$ cat src/rtl/fetch_pc_ctrl_pkg.sv
// Shared constants for the fetch sequencer: FSM state encodings, the reset
// instruction and the default boot address.
package fetch_pc_ctrl_pkg;

  localparam logic [1:0] ST_BOOT     = 2'd0;
  localparam logic [1:0] ST_ISSUE    = 2'd1;
  localparam logic [1:0] ST_WAIT_RSP = 2'd2;
  localparam logic [1:0] ST_HOLD     = 2'd3;

  // addi x0, x0, 0
  localparam logic [31:0] NOP_INST = 32'h0000_0013;

  localparam logic [31:0] DEFAULT_RESET_PC = 32'h0000_0000;

endpackage

$ cat src/rtl/fetch_hold_reg.sv
// Instruction holding register presented to decode: loads a fetched word with
// its PC, and clears only the valid flag so the last pc/inst stay visible.
module fetch_hold_reg
  import fetch_pc_ctrl_pkg::*;
#(
  parameter int XLEN = 32
) (
  input  logic            clk,
  input  logic            rst,
  input  logic            load,
  input  logic            clear,
  input  logic [XLEN-1:0] load_pc,
  input  logic [31:0]     load_inst,
  output logic            if_valid,
  output logic [XLEN-1:0] if_pc,
  output logic [31:0]     if_inst
);

  // Holding register: load has precedence, clear drops only the valid flag
  always_ff @(posedge clk or posedge rst) begin
    if (rst) begin
      if_valid <= 1'b0;
      if_pc    <= '0;
      if_inst  <= NOP_INST;
    end else if (load) begin
      if_valid <= 1'b1;
      if_pc    <= load_pc;
      if_inst  <= load_inst;
    end else if (clear) begin
      if_valid <= 1'b0;
    end
  end

endmodule

$ cat src/rtl/fetch_pc_ctrl.sv
// Fetch sequencer owning the architectural PC: one outstanding imem read,
// redirects from execute kill wrong-path fetches, decode stalls hold output.
module fetch_pc_ctrl
  import fetch_pc_ctrl_pkg::*;
#(
  parameter int              XLEN     = 32,
  parameter logic [XLEN-1:0] RESET_PC = DEFAULT_RESET_PC
) (
  input  logic            clk,
  input  logic            rst,
  input  logic            redirect_valid,
  input  logic [XLEN-1:0] redirect_pc,
  input  logic            stall,
  output logic            imem_req,
  output logic [XLEN-1:0] imem_addr,
  input  logic            imem_ready,
  input  logic            imem_rvalid,
  input  logic [31:0]     imem_rdata,
  output logic            if_valid,
  output logic [XLEN-1:0] if_pc,
  output logic [XLEN-1:0] if_pc_plus4,
  output logic [31:0]     if_inst
);

  localparam logic [XLEN-1:0] PC_STEP = {{(XLEN-3){1'b0}}, 3'b100};

  logic [1:0]      state_r;
  logic [1:0]      state_nxt_s;
  logic [XLEN-1:0] pc_r;
  logic [XLEN-1:0] pc_nxt_s;
  logic            kill_r;
  logic            kill_nxt_s;
  logic            hold_load_s;
  logic            hold_clear_s;
  logic            imem_req_s;
  logic [XLEN-1:0] redirect_tgt_s;

  assign redirect_tgt_s = {redirect_pc[XLEN-1:2], 2'b00};

  // FSM decisions; a redirect outranks every other event in every state
  always_comb begin
    state_nxt_s  = state_r;
    pc_nxt_s     = pc_r;
    kill_nxt_s   = kill_r;
    hold_load_s  = 1'b0;
    hold_clear_s = 1'b0;
    imem_req_s   = 1'b0;
    case (state_r)
      ST_BOOT: begin
        if (redirect_valid) pc_nxt_s = redirect_tgt_s;
        else                pc_nxt_s = pc_r;
        state_nxt_s = ST_ISSUE;
      end
      ST_ISSUE: begin
        imem_req_s = ~redirect_valid;
        if (redirect_valid)  pc_nxt_s    = redirect_tgt_s;
        else if (imem_ready) state_nxt_s = ST_WAIT_RSP;
        else                 state_nxt_s = ST_ISSUE;
      end
      ST_WAIT_RSP: begin
        if (imem_rvalid && (kill_r || redirect_valid)) begin
          // Wrong-path data: drop it and refetch from the current pc
          kill_nxt_s  = 1'b0;
          state_nxt_s = ST_ISSUE;
          if (redirect_valid) pc_nxt_s = redirect_tgt_s;
          else                pc_nxt_s = pc_r;
        end else if (imem_rvalid) begin
          hold_load_s = 1'b1;
          pc_nxt_s    = pc_r + PC_STEP;
          state_nxt_s = ST_HOLD;
        end else if (redirect_valid) begin
          pc_nxt_s   = redirect_tgt_s;
          kill_nxt_s = 1'b1;
        end else begin
          state_nxt_s = ST_WAIT_RSP;
        end
      end
      ST_HOLD: begin
        if (redirect_valid) begin
          hold_clear_s = 1'b1;
          pc_nxt_s     = redirect_tgt_s;
          state_nxt_s  = ST_ISSUE;
        end else if (stall) begin
          state_nxt_s = ST_HOLD;
        end else begin
          hold_clear_s = 1'b1;
          imem_req_s   = 1'b1;
          if (imem_ready) state_nxt_s = ST_WAIT_RSP;
          else            state_nxt_s = ST_ISSUE;
        end
      end
      default: begin
        state_nxt_s = ST_BOOT;
      end
    endcase
  end

  // State, pc and kill registers
  always_ff @(posedge clk or posedge rst) begin
    if (rst) begin
      state_r <= ST_BOOT;
      pc_r    <= RESET_PC;
      kill_r  <= 1'b0;
    end else begin
      state_r <= state_nxt_s;
      pc_r    <= pc_nxt_s;
      kill_r  <= kill_nxt_s;
    end
  end

  assign imem_req    = imem_req_s;
  assign imem_addr   = pc_r;
  assign if_pc_plus4 = if_pc + PC_STEP;

  fetch_hold_reg #(.XLEN(XLEN)) u_hold (
    .clk       (clk),
    .rst       (rst),
    .load      (hold_load_s),
    .clear     (hold_clear_s),
    .load_pc   (pc_r),
    .load_inst (imem_rdata),
    .if_valid  (if_valid),
    .if_pc     (if_pc),
    .if_inst   (if_inst)
  );

endmodule

$ cat config.mk
export PLATFORM = sky130hd
export DESIGN_NAME = fetch_pc_ctrl
export DESIGN_NICKNAME = d
export VERILOG_FILES = /design/src/rtl/fetch_pc_ctrl_pkg.sv /design/src/rtl/fetch_hold_reg.sv /design/src/rtl/fetch_pc_ctrl.sv
export SDC_FILE = /design/constraint.sdc
export NUM_CORES = 1
export LEC_CHECK = 0
export ABC_CLOCK_PERIOD_IN_PS = 3600
export CORE_MARGIN = 10
export CORE_UTILIZATION = 44
export CTS_CLUSTER_SIZE = 25
export DETAILED_ROUTE_END_ITERATION = 8
export HOLD_SLACK_MARGIN = 0.05
export PLACE_DENSITY = 0.85
export SLEW_MARGIN = 25
export SYNTH_ARGS = -nofsm -noshare
export SYNTH_HDL_FRONTEND = slang
export SYNTH_SLANG_ARGS = --single-unit
$ cat constraint.sdc
create_clock -name clk -period 3.6 [get_ports clk]
set_input_delay 0.72 -clock clk [delete_from_list [all_inputs] [get_ports clk]]
set_output_delay 0.72 -clock clk [all_outputs]
set_load 0.05 [all_outputs]
==> flow_metrics.py <==
metrics = {
    "timing": {
        "tightest_slew_ns": 0.625,
        "tns_ns": 0,
        "rsz0062_at_grt": "false",
        "setup_viol": 0,
        "slew_headroom": 0.582,
        "finalMaxSlewViolations": 0,
        "period_share": 0.919,
        "finClkSkew_ns": 0.0110,
        "finalHoldViolCount": 0,
        "fin_crit_ns": 3.31,
        "max_freq_mhz": 302,
    },
    "global_routing": {
        "gr-total-overflow": 0,
        "grt_max_degree": 61,
        "grt_pass1_vias": 5132,
        "antenna_found_initial": 1,
        "grt_util_all_layers": 0.208,
        "grt_pass1_wl_mm": 27.7,
    },
    "critical_path": {
        "end_kind": "primary output",
        "cp_top_family": "simple AND/OR/NAND/NOR gates",
        "cp.depth": 8,
        "start_kind": "register",
        "cpMaxStageDelayCell": "dfrtp_1",
        "cp.required_ns": 2.88,
        "cpPeakStageDelay_ns": 0.45,
        "path_cells": "ha_1 > and4_1 > nor3b_1 > buf_4 > nand3_1 > nor2_1 > xor2_1 > buf_12",
        "worstPathArrival_ns": 2.59,
        "ff2ff_path_depth": 6,
        "critPathMaxFanout": 6,
        "crit_buf_inv": 2,
        "critical_path_class": "reg2out",
    },
    "clocking": {
        "clk_path_buf_depth": 2,
        "cts_tree": "done",
        "cts-buffers-inserted": 9,
        "cts.sinks": 100,
        "cts_setup_buffers": 0,
        "clock_latency_ns": 0.36,
        "hold_buffers": 0,
        "cts.clk_slew.worst_paths_ns": 0.08,
        "cts-root-buf": "clkbuf_16",
        "ctsResizeCount": 0,
        "htreeDepth": 3,
    },
    "final_layout": {
        "diodes": 0,
        "fin_nets": 857,
        "area_growth_syn_to_layout_pct": 50.0,
        "drive_gt1_frac": 0.0772,
        "final_cells": 933,
    },
    "detailed_routing": {
        "wl_per_cell_um": 18.9,
        "drt-pass1-iter-count": 5,
        "drtAntennaViolNets": 0,
        "vias_per_cell": 5.53,
        "drt-initial-drc-count": 494,
        "num_vias": 5155,
        "drc": 0,
        "routed_wl_mm": 17.6,
    },
    "pwr": {
        "p_leak_nw": 3.40,
        "p_switching_mw": 2.24,
        "p_int_mw": 2.68,
        "p_clk_frac": 0.199,
        "swShare": 0.455,
        "seq_power_share": 0.326,
        "irDropWorstVdd_uv": 353,
        "p_total_mw": 4.93,
        "combinationalPowerShare": 0.475,
        "p_per_area_mw_per_mm2": 650,
    },
    "floorplan": {
        "die_h_um": 127,
        "fp-row-count": 39,
        "die_area_sq_mm": 0.0162,
        "ios": 200,
        "core_sq_mm": 0.0113,
        "initial_core_util": 0.446,
        "die_w_um": 127,
    },
    "logic_synthesis": {
        "avgSynthCellArea_sq_um": 8.46,
        "ys_warn_count": 0,
        "yosysTopAreaCell": "dfrtp_1",
        "synth_top_area_frac": 0.481,
        "ys_seq_area_frac": 0.496,
        "synth-edff-count": 0,
        "synth_ff_type": "dfrtp_1",
        "synth_area_leaders": "dfrtp_1 (48%), nand2_1 (16%), nand3_1 (3.4%), xnor2_1 (3.1%), nor2_1 (2.4%)",
        "async_flop_share": 1.00,
        "syn-cell-area_sq_mm": 0.00505,
        "synth_seq_cells": 100,
        "ys_top_cells_by_count": "nand2_1 (221), dfrtp_1 (97), nand3_1 (34)",
        "synth_most_common_cell": "nand2_1",
        "synth_cell_type_count": 51,
        "synth_cells": 597,
        "synthesis.nets": 669,
    },
    "place": {
        "portBuffers": 197,
        "place_congestion": 0.807,
        "dp_hpwl_mm": 13.2,
        "dp_cells": 917,
    },
    "run_status": {
        "status": "finished clean",
    },
    "run": {
        "maxCapViolCount": 0,
    },
    "worst_hold_path": {
        "hold_depth": 2,
        "hold_path_class": "reg2reg",
    },
}
-- registers in the layout, summed over array words and instances (netlist names) --
name / flops
imem_addr: 32
kill_r: 1
state_r: 2
u_hold.if_inst: 32
u_hold.if_pc: 32
u_hold.if_valid: 1
-- cell families after synthesis --
family,share of synthesized area
AND/OR/NAND/NOR,0.317
flip-flops,0.496
AO/OA/AOI/OAI,0.0902
buffers and inverters,0.0377
XOR/XNOR,0.0503
multiplexers,0.00396
adder cells (fa/ha/maj),0.00495
-- power groups by stage --
| stage | Sequential, mW | Combinational (mW) | Clock (mW) |
|---|---|---|---|
| floorplan | 2.30 | 0.721 | 0 |
| global placement | 1.60 | 2.32 | 0 |
| detailed placement | 1.62 | 2.35 | 0 |
| CTS | 1.60 | 2.36 | 0.980 |
| global route | 1.64 | 2.44 | 1.04 |
| finish | 1.61 | 2.34 | 0.980 |
-- final timing paths --
path,startpoint,end,slack [ns]
max in group asynchronous,rst,u_hold.if_inst[0],2.12
min in group asynchronous,rst,imem_addr[30],0.77
max reg2reg,imem_addr[2],imem_addr[30],1.30
min reg2reg,u_hold.if_inst[1],u_hold.if_inst[1],0.46
max,u_hold.if_pc[3],if_pc_plus4[30],0.29
min,u_hold.if_inst[1],u_hold.if_inst[1],0.46
-- cell usage in the layout (no fill, tap or decap), types with 3 or more instances in the layout --
cell and count:
o31ai_1 4, inv_1 13, clkdlybuf4s50_1 177, nor2_1 32
nand3_1 33, a221o_1 3, a211oi_1 3, buf_4 19
nand2_1 221, nor2b_1 3, xnor2_1 18, and4_1 5
nand4_1 18, or3_1 3, and3_1 11, dfstp_2 3
a211o_1 3, dfrtp_1 97, a21oi_1 9, a311oi_1 6
and2_1 3, o211ai_1 12, buf_12 13, o21ai_0 12
nand2b_1 3, clkbuf_16 9, nor3_1 7, xor2_1 11
-- area by class of cell --
class                      count  area, sq um
timing repair buffer         209         2170
inverter                      14         55.1
sequential                   100         2510
multi-input combinational    451         2370
clock buffer                  10          229
tap                          143          179
fill                         876         3750
clock inverter                 6         63.8
-- per-layer routing --
| metal | global-route usage | part of all wire | up-vias |
|---|---|---|---|
| met3 | 0.0637 | 0.087 | 47 |
| met5 | 0 | 0 | - |
| li1 | - | - | 2392 |
| met4 | 0.0951 | 0.038 | 0 |
| met1 | 0.235 | 0.37 | 2484 |
| met2 | 0.354 | 0.50 | 232 |
-- through the flow --
stage / util / worst slack (ns) / hold slack, ns / cell area, sq um
after floorplan: - / 0.0353 / 0.546 / 5050
final: 0.669 / 0.291 / 0.464 / 7570
after CTS: 0.669 / 0.322 / 0.465 / 7570
after global placement: 0.643 / 0.732 / 0.446 / 7280
after global routing: 0.669 / 0.215 / 0.492 / 7570
after detailed placement: 0.643 / 0.629 / 0.454 / 7280
-- tightest hold or removal path, delay by kind of cell, from the launching register on --
kind / cells / cell delay (ns)
flops: 1 / 0.37
simple gates: 2 / 0.10
Note: power is estimated with default switching activity, not from simulation.
